==> config.mk <==
export PLATFORM = sky130hd
export DESIGN_NAME = codec_stream_ctrl_flat
export DESIGN_NICKNAME = d
export VERILOG_FILES = /design/src/rtl/codec_stream_ctrl_if.sv /design/src/rtl/codec_stream_ctrl.sv /design/src/flat_wrapper.sv
export SDC_FILE = /design/constraint.sdc
export NUM_CORES = 1
export LEC_CHECK = 0
export BUFFER_PORTS_ARGS = -buffer_cell sky130_fd_sc_hd__buf_2
export CAP_MARGIN = 20
export CORE_MARGIN = 3
export CORE_UTILIZATION = 51
export CTS_CLUSTER_SIZE = 28
export DETAILED_ROUTE_END_ITERATION = 16
export PLACE_DENSITY = 0.76
export SYNTH_ARGS = -nofsm -noshare
export SYNTH_HDL_FRONTEND = slang
export SYNTH_SLANG_ARGS = --single-unit
==> constraint.sdc <==
create_clock -name CLOCK_50 -period 2.2 [get_ports CLOCK_50]
set_input_delay 0.11 -clock CLOCK_50 [delete_from_list [all_inputs] [get_ports CLOCK_50]]
set_output_delay 0.11 -clock CLOCK_50 [all_outputs]
set_load 0.02 [all_outputs]
==> src/rtl/codec_stream_ctrl_if.sv <==
// Codec / effect-chain handshake bundle for codec_stream_ctrl.
// master = the stream controller, slave = codec core plus effect chain.
interface codec_stream_ctrl_if #(
    parameter int DATA_W = 32,
    parameter int NUM_CH = 2
);
    logic                       audio_in_available;
    logic                       read_audio_in;
    logic [NUM_CH*DATA_W-1:0]   audio_in;
    logic                       audio_out_allowed;
    logic                       write_audio_out;
    logic [NUM_CH*DATA_W-1:0]   audio_out;
    logic                       mute;
    logic                       fx_tick;
    logic [NUM_CH*DATA_W-1:0]   fx_in;
    logic [NUM_CH*DATA_W-1:0]   fx_out;

    modport master (
        input  audio_in_available, audio_in, audio_out_allowed, mute, fx_out,
        output read_audio_in, write_audio_out, audio_out, fx_tick, fx_in
    );

    modport slave (
        output audio_in_available, audio_in, audio_out_allowed, mute, fx_out,
        input  read_audio_in, write_audio_out, audio_out, fx_tick, fx_in
    );
endinterface

==> src/rtl/codec_stream_ctrl.sv <==
// Decoupled codec <-> effect-chain streaming controller with credit-limited reads,
// fixed-latency result capture and an output FIFO. CODEC_STREAM_STATS_EN adds counters.
module codec_stream_ctrl #(
    parameter int DATA_W     = 32,
    parameter int NUM_CH     = 2,
    parameter int FIFO_DEPTH = 4,
    parameter int FX_LATENCY = 0
) (
    input  logic                CLOCK_50,
    input  logic                resetn,
    codec_stream_ctrl_if.master bus
`ifdef CODEC_STREAM_STATS_EN
    ,
    output logic [15:0]         underrun_cnt,
    output logic [15:0]         drop_cnt
`endif
);
    localparam int FRAME_W = NUM_CH * DATA_W;
    localparam int PTR_W   = $clog2(FIFO_DEPTH);
    localparam int CNT_W   = PTR_W + 1;

    typedef logic [FRAME_W-1:0] frame_t;
    typedef enum logic { R_IDLE, R_ACK } rd_state_e;
    typedef enum logic { W_IDLE, W_ACK } wr_state_e;

    rd_state_e        rd_state_q, rd_state_d;
    wr_state_e        wr_state_q, wr_state_d;
    frame_t           fx_in_q, fx_in_d;
    frame_t           audio_out_q, audio_out_d;
    frame_t           mem_q [FIFO_DEPTH];
    frame_t           mem_d [FIFO_DEPTH];
    logic [PTR_W-1:0] wr_ptr_q, wr_ptr_d;
    logic [PTR_W-1:0] rd_ptr_q, rd_ptr_d;
    logic [CNT_W-1:0] count_q, count_d;
    logic [CNT_W-1:0] inflight_q, inflight_d;
    logic [CNT_W:0]   occupancy;
    logic             credit;
    logic             tick;
    logic             push;
    logic             pop;
    frame_t           push_data;

    // Frames in flight through the effect chain hold a FIFO slot in advance.
    assign occupancy = {1'b0, count_q} + {1'b0, inflight_q};
    assign credit    = occupancy < (CNT_W+1)'(FIFO_DEPTH);
    assign tick      = (rd_state_q == R_ACK);
    assign pop       = (wr_state_q == W_IDLE) && (count_q != '0) && bus.audio_out_allowed;
    assign push_data = bus.mute ? '0 : bus.fx_out;

    assign bus.read_audio_in   = tick;
    assign bus.fx_tick         = tick;
    assign bus.fx_in           = fx_in_q;
    assign bus.write_audio_out = (wr_state_q == W_ACK);
    assign bus.audio_out       = audio_out_q;

    always_comb begin
        rd_state_d = rd_state_q;
        fx_in_d    = fx_in_q;
        case (rd_state_q)
            R_IDLE: begin
                if (bus.audio_in_available && credit) begin
                    fx_in_d    = bus.audio_in;
                    rd_state_d = R_ACK;
                end
            end
            R_ACK:   rd_state_d = R_IDLE;
            default: rd_state_d = R_IDLE;
        endcase
    end

    always_comb begin
        wr_state_d  = wr_state_q;
        audio_out_d = audio_out_q;
        case (wr_state_q)
            W_IDLE: begin
                if (pop) begin
                    audio_out_d = mem_q[rd_ptr_q];
                    wr_state_d  = W_ACK;
                end
            end
            W_ACK:   wr_state_d = W_IDLE;
            default: wr_state_d = W_IDLE;
        endcase
    end

    generate
        if (FX_LATENCY == 0) begin : g_no_latency
            assign push = tick;
        end else begin : g_latency
            logic [FX_LATENCY-1:0] vpipe_q, vpipe_d;

            always_comb begin
                vpipe_d = (vpipe_q << 1) | FX_LATENCY'(tick);
            end

            always_ff @(posedge CLOCK_50 or negedge resetn) begin
                if (!resetn) vpipe_q <= '0;
                else         vpipe_q <= vpipe_d;
            end

            assign push = vpipe_q[FX_LATENCY-1];
        end
    endgenerate

    always_comb begin
        mem_d      = mem_q;
        wr_ptr_d   = wr_ptr_q;
        rd_ptr_d   = rd_ptr_q;
        count_d    = count_q;
        inflight_d = inflight_q;
        if (push) begin
            mem_d[wr_ptr_q] = push_data;
            wr_ptr_d        = wr_ptr_q + PTR_W'(1);
        end
        if (pop) rd_ptr_d = rd_ptr_q + PTR_W'(1);
        case ({push, pop})
            2'b10:   count_d = count_q + CNT_W'(1);
            2'b01:   count_d = count_q - CNT_W'(1);
            default: count_d = count_q;
        endcase
        case ({tick, push})
            2'b10:   inflight_d = inflight_q + CNT_W'(1);
            2'b01:   inflight_d = inflight_q - CNT_W'(1);
            default: inflight_d = inflight_q;
        endcase
    end

    always_ff @(posedge CLOCK_50 or negedge resetn) begin
        if (!resetn) begin
            rd_state_q  <= R_IDLE;
            wr_state_q  <= W_IDLE;
            fx_in_q     <= '0;
            audio_out_q <= '0;
            wr_ptr_q    <= '0;
            rd_ptr_q    <= '0;
            count_q     <= '0;
            inflight_q  <= '0;
            for (int unsigned i = 0; i < FIFO_DEPTH; i++) mem_q[i] <= '0;
        end else begin
            rd_state_q  <= rd_state_d;
            wr_state_q  <= wr_state_d;
            fx_in_q     <= fx_in_d;
            audio_out_q <= audio_out_d;
            wr_ptr_q    <= wr_ptr_d;
            rd_ptr_q    <= rd_ptr_d;
            count_q     <= count_d;
            inflight_q  <= inflight_d;
            mem_q       <= mem_d;
        end
    end

`ifdef CODEC_STREAM_STATS_EN
    logic        primed_q, primed_d;
    logic        und_cond_q, und_cond_d;
    logic [15:0] underrun_q, underrun_d;
    logic [15:0] drop_q, drop_d;

    // Underruns only count once output has started, and once per starvation episode.
    always_comb begin
        primed_d   = primed_q | (wr_state_q == W_ACK);
        und_cond_d = bus.audio_out_allowed && (count_q == '0) && primed_q;
        underrun_d = underrun_q;
        drop_d     = drop_q;
        if (und_cond_d && !und_cond_q && (underrun_q != '1))
            underrun_d = underrun_q + 16'd1;
        if ((rd_state_q == R_IDLE) && bus.audio_in_available && !credit && (drop_q != '1))
            drop_d = drop_q + 16'd1;
    end

    always_ff @(posedge CLOCK_50 or negedge resetn) begin
        if (!resetn) begin
            primed_q   <= 1'b0;
            und_cond_q <= 1'b0;
            underrun_q <= '0;
            drop_q     <= '0;
        end else begin
            primed_q   <= primed_d;
            und_cond_q <= und_cond_d;
            underrun_q <= underrun_d;
            drop_q     <= drop_d;
        end
    end

    assign underrun_cnt = underrun_q;
    assign drop_cnt     = drop_q;
`endif
endmodule
==> src/flat_wrapper.sv <==
// flat-port wrapper written by rule: the top's interface ports become plain ports
module codec_stream_ctrl_flat 
#(
    parameter int DATA_W     = 32,
    parameter int NUM_CH     = 2,
    parameter int FIFO_DEPTH = 4,
    parameter int FX_LATENCY = 0
)
  (CLOCK_50, resetn, bus_audio_in_available, bus_audio_in, bus_audio_out_allowed, bus_mute, bus_fx_out, bus_read_audio_in, bus_write_audio_out, bus_audio_out, bus_fx_tick, bus_fx_in);
  codec_stream_ctrl_if #(.DATA_W(DATA_W), .NUM_CH(NUM_CH)) bus_i ();
  input  logic CLOCK_50;
  input  logic resetn;
  input wire logic [$bits(bus_i.audio_in_available)-1:0] bus_audio_in_available;
  input wire logic [$bits(bus_i.audio_in)-1:0] bus_audio_in;
  input wire logic [$bits(bus_i.audio_out_allowed)-1:0] bus_audio_out_allowed;
  input wire logic [$bits(bus_i.mute)-1:0] bus_mute;
  input wire logic [$bits(bus_i.fx_out)-1:0] bus_fx_out;
  output wire logic [$bits(bus_i.read_audio_in)-1:0] bus_read_audio_in;
  output wire logic [$bits(bus_i.write_audio_out)-1:0] bus_write_audio_out;
  output wire logic [$bits(bus_i.audio_out)-1:0] bus_audio_out;
  output wire logic [$bits(bus_i.fx_tick)-1:0] bus_fx_tick;
  output wire logic [$bits(bus_i.fx_in)-1:0] bus_fx_in;
  assign bus_i.audio_in_available = bus_audio_in_available;
  assign bus_i.audio_in = bus_audio_in;
  assign bus_i.audio_out_allowed = bus_audio_out_allowed;
  assign bus_i.mute = bus_mute;
  assign bus_i.fx_out = bus_fx_out;
  assign bus_read_audio_in = bus_i.read_audio_in;
  assign bus_write_audio_out = bus_i.write_audio_out;
  assign bus_audio_out = bus_i.audio_out;
  assign bus_fx_tick = bus_i.fx_tick;
  assign bus_fx_in = bus_i.fx_in;
  codec_stream_ctrl #(.DATA_W(DATA_W), .NUM_CH(NUM_CH), .FIFO_DEPTH(FIFO_DEPTH), .FX_LATENCY(FX_LATENCY)) u_core (.CLOCK_50(CLOCK_50), .resetn(resetn), .bus(bus_i));
endmodule
==> qor.csv, run 1 <==
stage;metric;value;unit
outcome;status;completed;
critical_path;critical path class;reg -> reg;
synth;Seq/Total Area, Yosys;61.29;%
route;drt wl/cell;18.87;µm
synth;warning count from the yosys run;0;
grt;first-pass GRT wire length;64400;µm
sta;Worst-Margin Slew;508.5;ps
synth;number of flops mapped to enable cells by yosys;0;
critical_path;Most Frequent Cell on Critical Path;xor2_1;
pwr;Pwr Density;1444;nW/µm²
critical_path;Critical Path AT;2460;ps
grt;vias in the first global route;12290;
sta;# setup viols final;0;
sta;fin crit share;91.91;%
sta;fmax;494.6;MHz
synth;Commonest cells post-synth;393 x dfrtp_1, 261 x nand2_1, 257 x o21ai_0;
route;Pre-antenna DRT Iters;5;
synth;top-count cell post-synth;dfrtp_1;
synth;Most used DFF post-synth;dfrtp_1;
synth;Synth Cell Area;16050;µm²
grt;met3 GRT Util;4.720;%
pwr;maximum vdd drop;0.0009444;V
route;Detail Route Antenna Nets;0;
critical_path;Buffers & Inverters on Critical Path;1;
worst_hold_path;HP Class;in -> async;
sta;worst hold slack;146.6;ps
clock_network;TritonCTS clock tree;built;
final_layout;Fill cells;2171;
synth;Mapped Cells;1285;
critical_path;r2r setup slk;180;ps
floorplan;core box area;30830;µm²
floorplan;die area;33630;µm²
final_layout;Nets;1797;
critical_path;crit-path max cell delay;440;ps
grt;largest net degree at the start of global routing;82;
synth;post-synth top area share;61.29;%
synth;ranking of synthesized cells by area;dfrtp_1 61%, mux2_2 9.0%, mux4_2 9.0%;
grt;met2 GRT Util;41.19;%
synth;Syn Area/Cell;12.49;µm²
synth;Yosys reg bits;393;
synth;Yosys top cell by area;dfrtp_1;
route;DR DRC count;0;
placed_design;GP Congestion;0.7551;
sta;Hold Fails Final Rpt;0;
clock_network;Num Clock Sinks;393;
route;final wirelength;39290;µm
grt;initial antenna violation count;0;
placed_design;DP Wirelength;23040;µm
grt;GR Layer Usage met1;30.94;%
sta;headroom to the max-slew limit;66.10;%
clock_network;CTS buffer count;42;
synth;Unique masters post-synth;22;
final_layout;fin util;66.91;%
floorplan;num rows;64;
clock_network;# resized after CTS;0;
critical_path;CP endpoint kind;register;
critical_path;cell breakdown of the critical path;nor3_2 -> nor3b_4 -> ha_1 -> inv_1 -> fa_1 -> xor2_1 -> nor2_1 -> xor2_1;
sta;Post-Route Setup TNS;0;ps
floorplan;Die Span X;183.4;µm
critical_path;CP max stage cell;dfrtp_1;
route;vias per cell;5.390;
synth;syn_nets;1424;
critical_path;Worst Path Max Fanout;3;
grt;GRT overflow;0;
placed_design;count of input and output buffers;263;
clock_network;CTS H-tree depth;2;
synth;Post-synth ARST share;100.0;%
final_layout;synthesis-to-finish area growth;28.56;%
clock_network;clock-pin slew on the worst setup and hold paths;60;ps
route;initial drt markers;586;
sta;RSZ-0062 raised after global routing;false;
floorplan;Initial Util;52.05;%
critical_path;CP Launch Type;register;
sta;Final Skew;16.55;ps
floorplan;IO Count;264;
grt;GRT Overall Usage;23.87;%
job;maxcap violations;0;
grt;gr busiest metal;met2;
clock_network;Root Buffer;clkbuf_16;
sta;Slew Viols, Final;0;
critical_path;Top delay family on crit path;adder cells;
final_layout;share of cells above drive strength 1;33.06;%
critical_path;critical path required time;2640;ps
floorplan;Die Y;183.4;µm
sta;Period minus WS final;2022;ps
clock_network;CTS max path bufs;3;
clock_network;clock latency at the later pin of the worst-skew pair;520;ps
pwr;Leak;9.721;nW
route;vias;11220;
metrics by stage:
step                      instances  worst slack, ps  total power [mW]  instance area, µm²
after floorplan                1285            17.72             19.21               16050
final                          2082            178.0             29.79               20630
after global placement         1880            259.6             22.17               17950
after global routing           2081            37.49             31.69               20620
after detailed placement       1880            178.2             22.69               17950
after CTS                      2081            156.1             29.93               20620
layout by cell type, fill, tap and decap left out, drive strengths merged, types with 7 or more instances in the layout:
master       instances
dfrtp              393
buf                292
nand2              261
o21ai              257
dlygate4sd3        130
mux2               128
mux4                64
nand2b              64
clkbuf              62
inv                  7
cells by family after synthesis:
group	count (synthesis)	share of synthesized area [%]
XOR/XNOR	6	0.3275
flip-flops	393	61.29
AND/OR/NAND/NOR	331	8.921
buffers and inverters	99	2.901
adder cells (fa/ha/maj)	6	0.5147
AO/OA/AOI/OAI	257	8.016
multiplexers	193	18.03
final timing paths:
path                                                from                                to  cells after the start
max reg2reg                u_core.count_q[2]$_DFFE_PN0P_     u_core.count_q[2]$_DFFE_PN0P_                      8
max in group asynchronous                         resetn     u_core.mem_q[103]$_DFFE_PN0P_                      3
min reg2reg                 u_core.mem_q[42]$_DFFE_PN0P_      u_core.mem_q[42]$_DFFE_PN0P_                      2
min                                               resetn  u_core.bus.fx_in[55]$_DFFE_PN0P_                      2
max                        u_core.count_q[2]$_DFFE_PN0P_     u_core.count_q[2]$_DFFE_PN0P_                      8
min in group CLOCK_50             bus_audio_in_available      u_core.bus.fx_tick$_DFF_PN0_                      3
routing by layer:
metal	vias to the layer above	wire length, µm
li1	5167	-
met3	65	2301
met2	340	19750
met5	-	0
met4	0	930
met1	5650	16310
report_power, final:
group / total, mW / internal [mW] / switching (mW)
logic: 10.4 / 5.06 / 5.38
registers: 12.4 / 10.5 / 1.92
clock network: 6.95 / 4.20 / 2.75
total: 29.8 / 19.7 / 10.1
state kept, by name, indices dropped and copies added (netlist names):
name and count:
u_core.bus.audio_out 64, u_core.wr_ptr_q 2, u_core.rd_ptr_q 2, u_core.bus.write_audio_out 1
u_core.bus.fx_in 64, u_core.count_q 3, u_core.bus.fx_tick 1, u_core.mem_q 256
area by class of cell:
class                           instances  area (µm²)  share of cell area, %
Antenna cell                            1       2.502                0.01213
Clock buffer                           62        1267                  6.145
Clock inverter                          9       102.6                 0.4974
Inverter                                6       22.52                 0.1092
Multi-Input combinational cell        793        5787                  28.05
Sequential cell                       393        9842                  47.71
Tap cell                              396       495.5                  2.402
Timing Repair Buffer                  422        3108                  15.07
repair_timing:
action                                  4_1_cts  5_1_grt
endpoints found under the setup margin        0        0
hold buffers                                130        0
setup buffers                                 0        0
endpoints found under the hold margin       539        0
No activity file was read; power rests on OpenSTA's default activity.
==> run 2: changes to the inputs <==
- GPL_ROUTABILITY_DRIVEN: default -> 0
- MAX_ROUTING_LAYER: default -> met4
==> run 2 against run 1 <==
Compared with the run above: largest cell class unchanged; maximum frequency about the same; flip-flop and latch count unchanged; sequential share of layout area unchanged; critical endpoint unchanged.
==> qor.csv, run 2 (same netlist as run 1, synthesis figures left out) <==
stage;metric;value;unit
clock_network;clock-pin slew on the worst setup and hold paths;60;ps
critical_path;Most Frequent Cell on Critical Path;xor2_1;
grt;vias in the first global route;12310;
final_layout;most frequent cells in the layout;391 x dfrtp_1, 262 x buf_2, 257 x nand2_1, 257 x o21ai_0, 130 x dlygate4sd3_1;
clock_network;TritonCTS clock tree;built;
clock_network;# Post-CTS Setup Buffers;0;
critical_path;crit-path max cell delay;440;ps
critical_path;cell count of the worst reg-to-reg path;8;
floorplan;IO Count;264;
sta;Slew Viols, Final;0;
floorplan;Die Y;183.4;µm
floorplan;die area;33630;µm²
floorplan;core box area;30830;µm²
placed_design;placed inst area;17950;µm²
pwr;Pwr Density;1444;nW/µm²
grt;GRT Overall Usage;24.59;%
route;vias per cell;5.393;
sta;RSZ-0062 raised after global routing;false;
sta;headroom to the max-slew limit;65.90;%
critical_path;crit path from;u_core.count_q[2]$_DFFE_PN0P_;
final_layout;Fill cells;2171;
critical_path;Critical Path AT;2460;ps
final_layout;most common cell after layout, fill and taps aside;dfrtp_1;
route;drt wl/cell;18.86;µm
final_layout;Design Area, Final;20630;µm²
sta;fmax;494.8;MHz
placed_design;count of input and output buffers;263;
clock_network;Root Buffer;clkbuf_16;
clock_network;CTS buffer count;42;
final_layout;share of cells above drive strength 1;33.06;%
grt;GRT overflow;0;
clock_network;CTS H-tree depth;2;
placed_design;DP Wirelength;23040;µm
final_layout;largest register by flop count;u_core.mem_q;
floorplan;Initial Util;52.05;%
critical_path;critical path capture point;u_core.count_q[2]$_DFFE_PN0P_;
floorplan;num rows;64;
critical_path;CP endpoint kind;register;
grt;largest net degree at the start of global routing;82;
critical_path;CP max stage cell;dfrtp_1;
route;Pre-antenna DRT Iters;4;
critical_path;CP Launch Type;register;
pwr;Power Total;29.79;mW
final_layout;synthesis-to-finish area growth;28.56;%
pwr;Leak;9.721;nW
critical_path;Worst Path Max Fanout;3;
outcome;status;completed;
final_layout;area of the multi-input gates;5787;µm²
sta;Period minus WS final;2021;ps
sta;fin crit share;91.87;%
worst_hold_path;HP Class;in -> async;
final_layout;max FFs per register;256;
critical_path;r2r setup slk;180;ps
pwr;maximum vdd drop;0.0009420;V
grt;first-pass GRT wire length;64280;µm
sta;Hold Fails Final Rpt;0;
route;initial drt markers;582;
route;vias;11230;
final_layout;Seq. cell area;9842;µm²
critical_path;R2R Path Start;u_core.count_q[2]$_DFFE_PN0P_;
clock_network;CTS max path bufs;3;
critical_path;critical path required time;2640;ps
route;Detail Route Antenna Nets;0;
floorplan;Die Span X;183.4;µm
sta;# setup viols final;0;
clock_network;Num Clock Sinks;393;
job;maxcap violations;0;
route;final wirelength;39260;µm
critical_path;cell breakdown of the critical path;nor3_2 -> nor3b_4 -> ha_1 -> inv_1 -> fa_1 -> xor2_1 -> nor2_1 -> xor2_1;
route;DR DRC count;0;
sta;Post-Route Setup TNS;0;ps
critical_path;FF-to-FF End;u_core.count_q[2]$_DFFE_PN0P_;
clock_network;clock latency at the later pin of the worst-skew pair;520;ps
final_layout;Nets;1797;
sta;Worst-Margin Slew;511.6;ps
grt;initial antenna violation count;0;
sta;Final Skew;18.17;ps
critical_path;critical path class;reg -> reg;
run 2: cell counts in the layout (fill, tap and decap cells not counted):
No cell type changed its count.
run 2: report_power, final:
part,total [mW],switching (mW),internal (mW)
Clock,6.95,2.75,4.20
Sequential,12.4,1.92,10.5
Combinational,10.4,5.39,5.06
run 2: through the flow:
step           hold slack [ps]  cells  setup WS (ps)  utilization (%)
2_1_floorplan           -185.6   1285          17.72                -
3_3_place_gp             88.63   1880          259.6            58.23
3_5_place_dp             87.83   1880          178.2            58.23
4_1_cts                  128.8   2081          156.1            66.90
5_1_grt                  164.2   2081          37.49            66.90
6_report                 148.5   2082          178.9            66.91
run 2: layout make-up:
cell class	count	area share (%)
timing repair buffer	422	15.07
clock buffer	62	6.145
tap	396	2.402
clock inverter	9	0.4974
inverter	6	0.1092
multi-input combinational	793	28.05
sequential	393	47.71
antenna	1	0.01213
run 2: timing repair:
item | 4_1_cts | 5_1_grt
endpoints found under the hold margin | 539 | 0
gates resized for setup | 0 | 0
setup endpoints to repair | 0 | 0
hold buffers | 130 | 0
run 2: critical path, delay by kind of cell (launching register included):
family / cells / cell delay, ps
adder cells (fa/ha/maj): 2 / 650
AND/OR/NAND/NOR: 3 / 450
flip-flops: 1 / 440
XOR/XNOR: 2 / 320
buffers and inverters: 1 / 70
run 2: worst min-delay path by stage:
| stage | start | slack (ps) | to |
|---|---|---|---|
| floorplan | resetn | -190 | u_core.bus.audio_out[0]$_DFFE_PN0P_ |
| global placement | resetn | 90 | u_core.bus.fx_in[55]$_DFFE_PN0P_ |
| detailed placement | resetn | 90 | u_core.bus.fx_in[55]$_DFFE_PN0P_ |
| CTS | resetn | 130 | u_core.bus.fx_in[55]$_DFFE_PN0P_ |
| global route | resetn | 160 | u_core.bus.fx_in[55]$_DFFE_PN0P_ |
| finish | resetn | 150 | u_core.bus.fx_in[55]$_DFFE_PN0P_ |
run 2: layer usage:
| layer | track usage (%) | vias up | wire [µm] |
|---|---|---|---|
| li1 | - | 5173 | - |
| met2 | 41.14 | 338 | 19810 |
| met1 | 31.25 | 5648 | 16370 |
| met3 | 4.205 | 70 | 2176 |
| met4 | 7.221 | 0 | 901 |
| met5 | - | - | 0 |
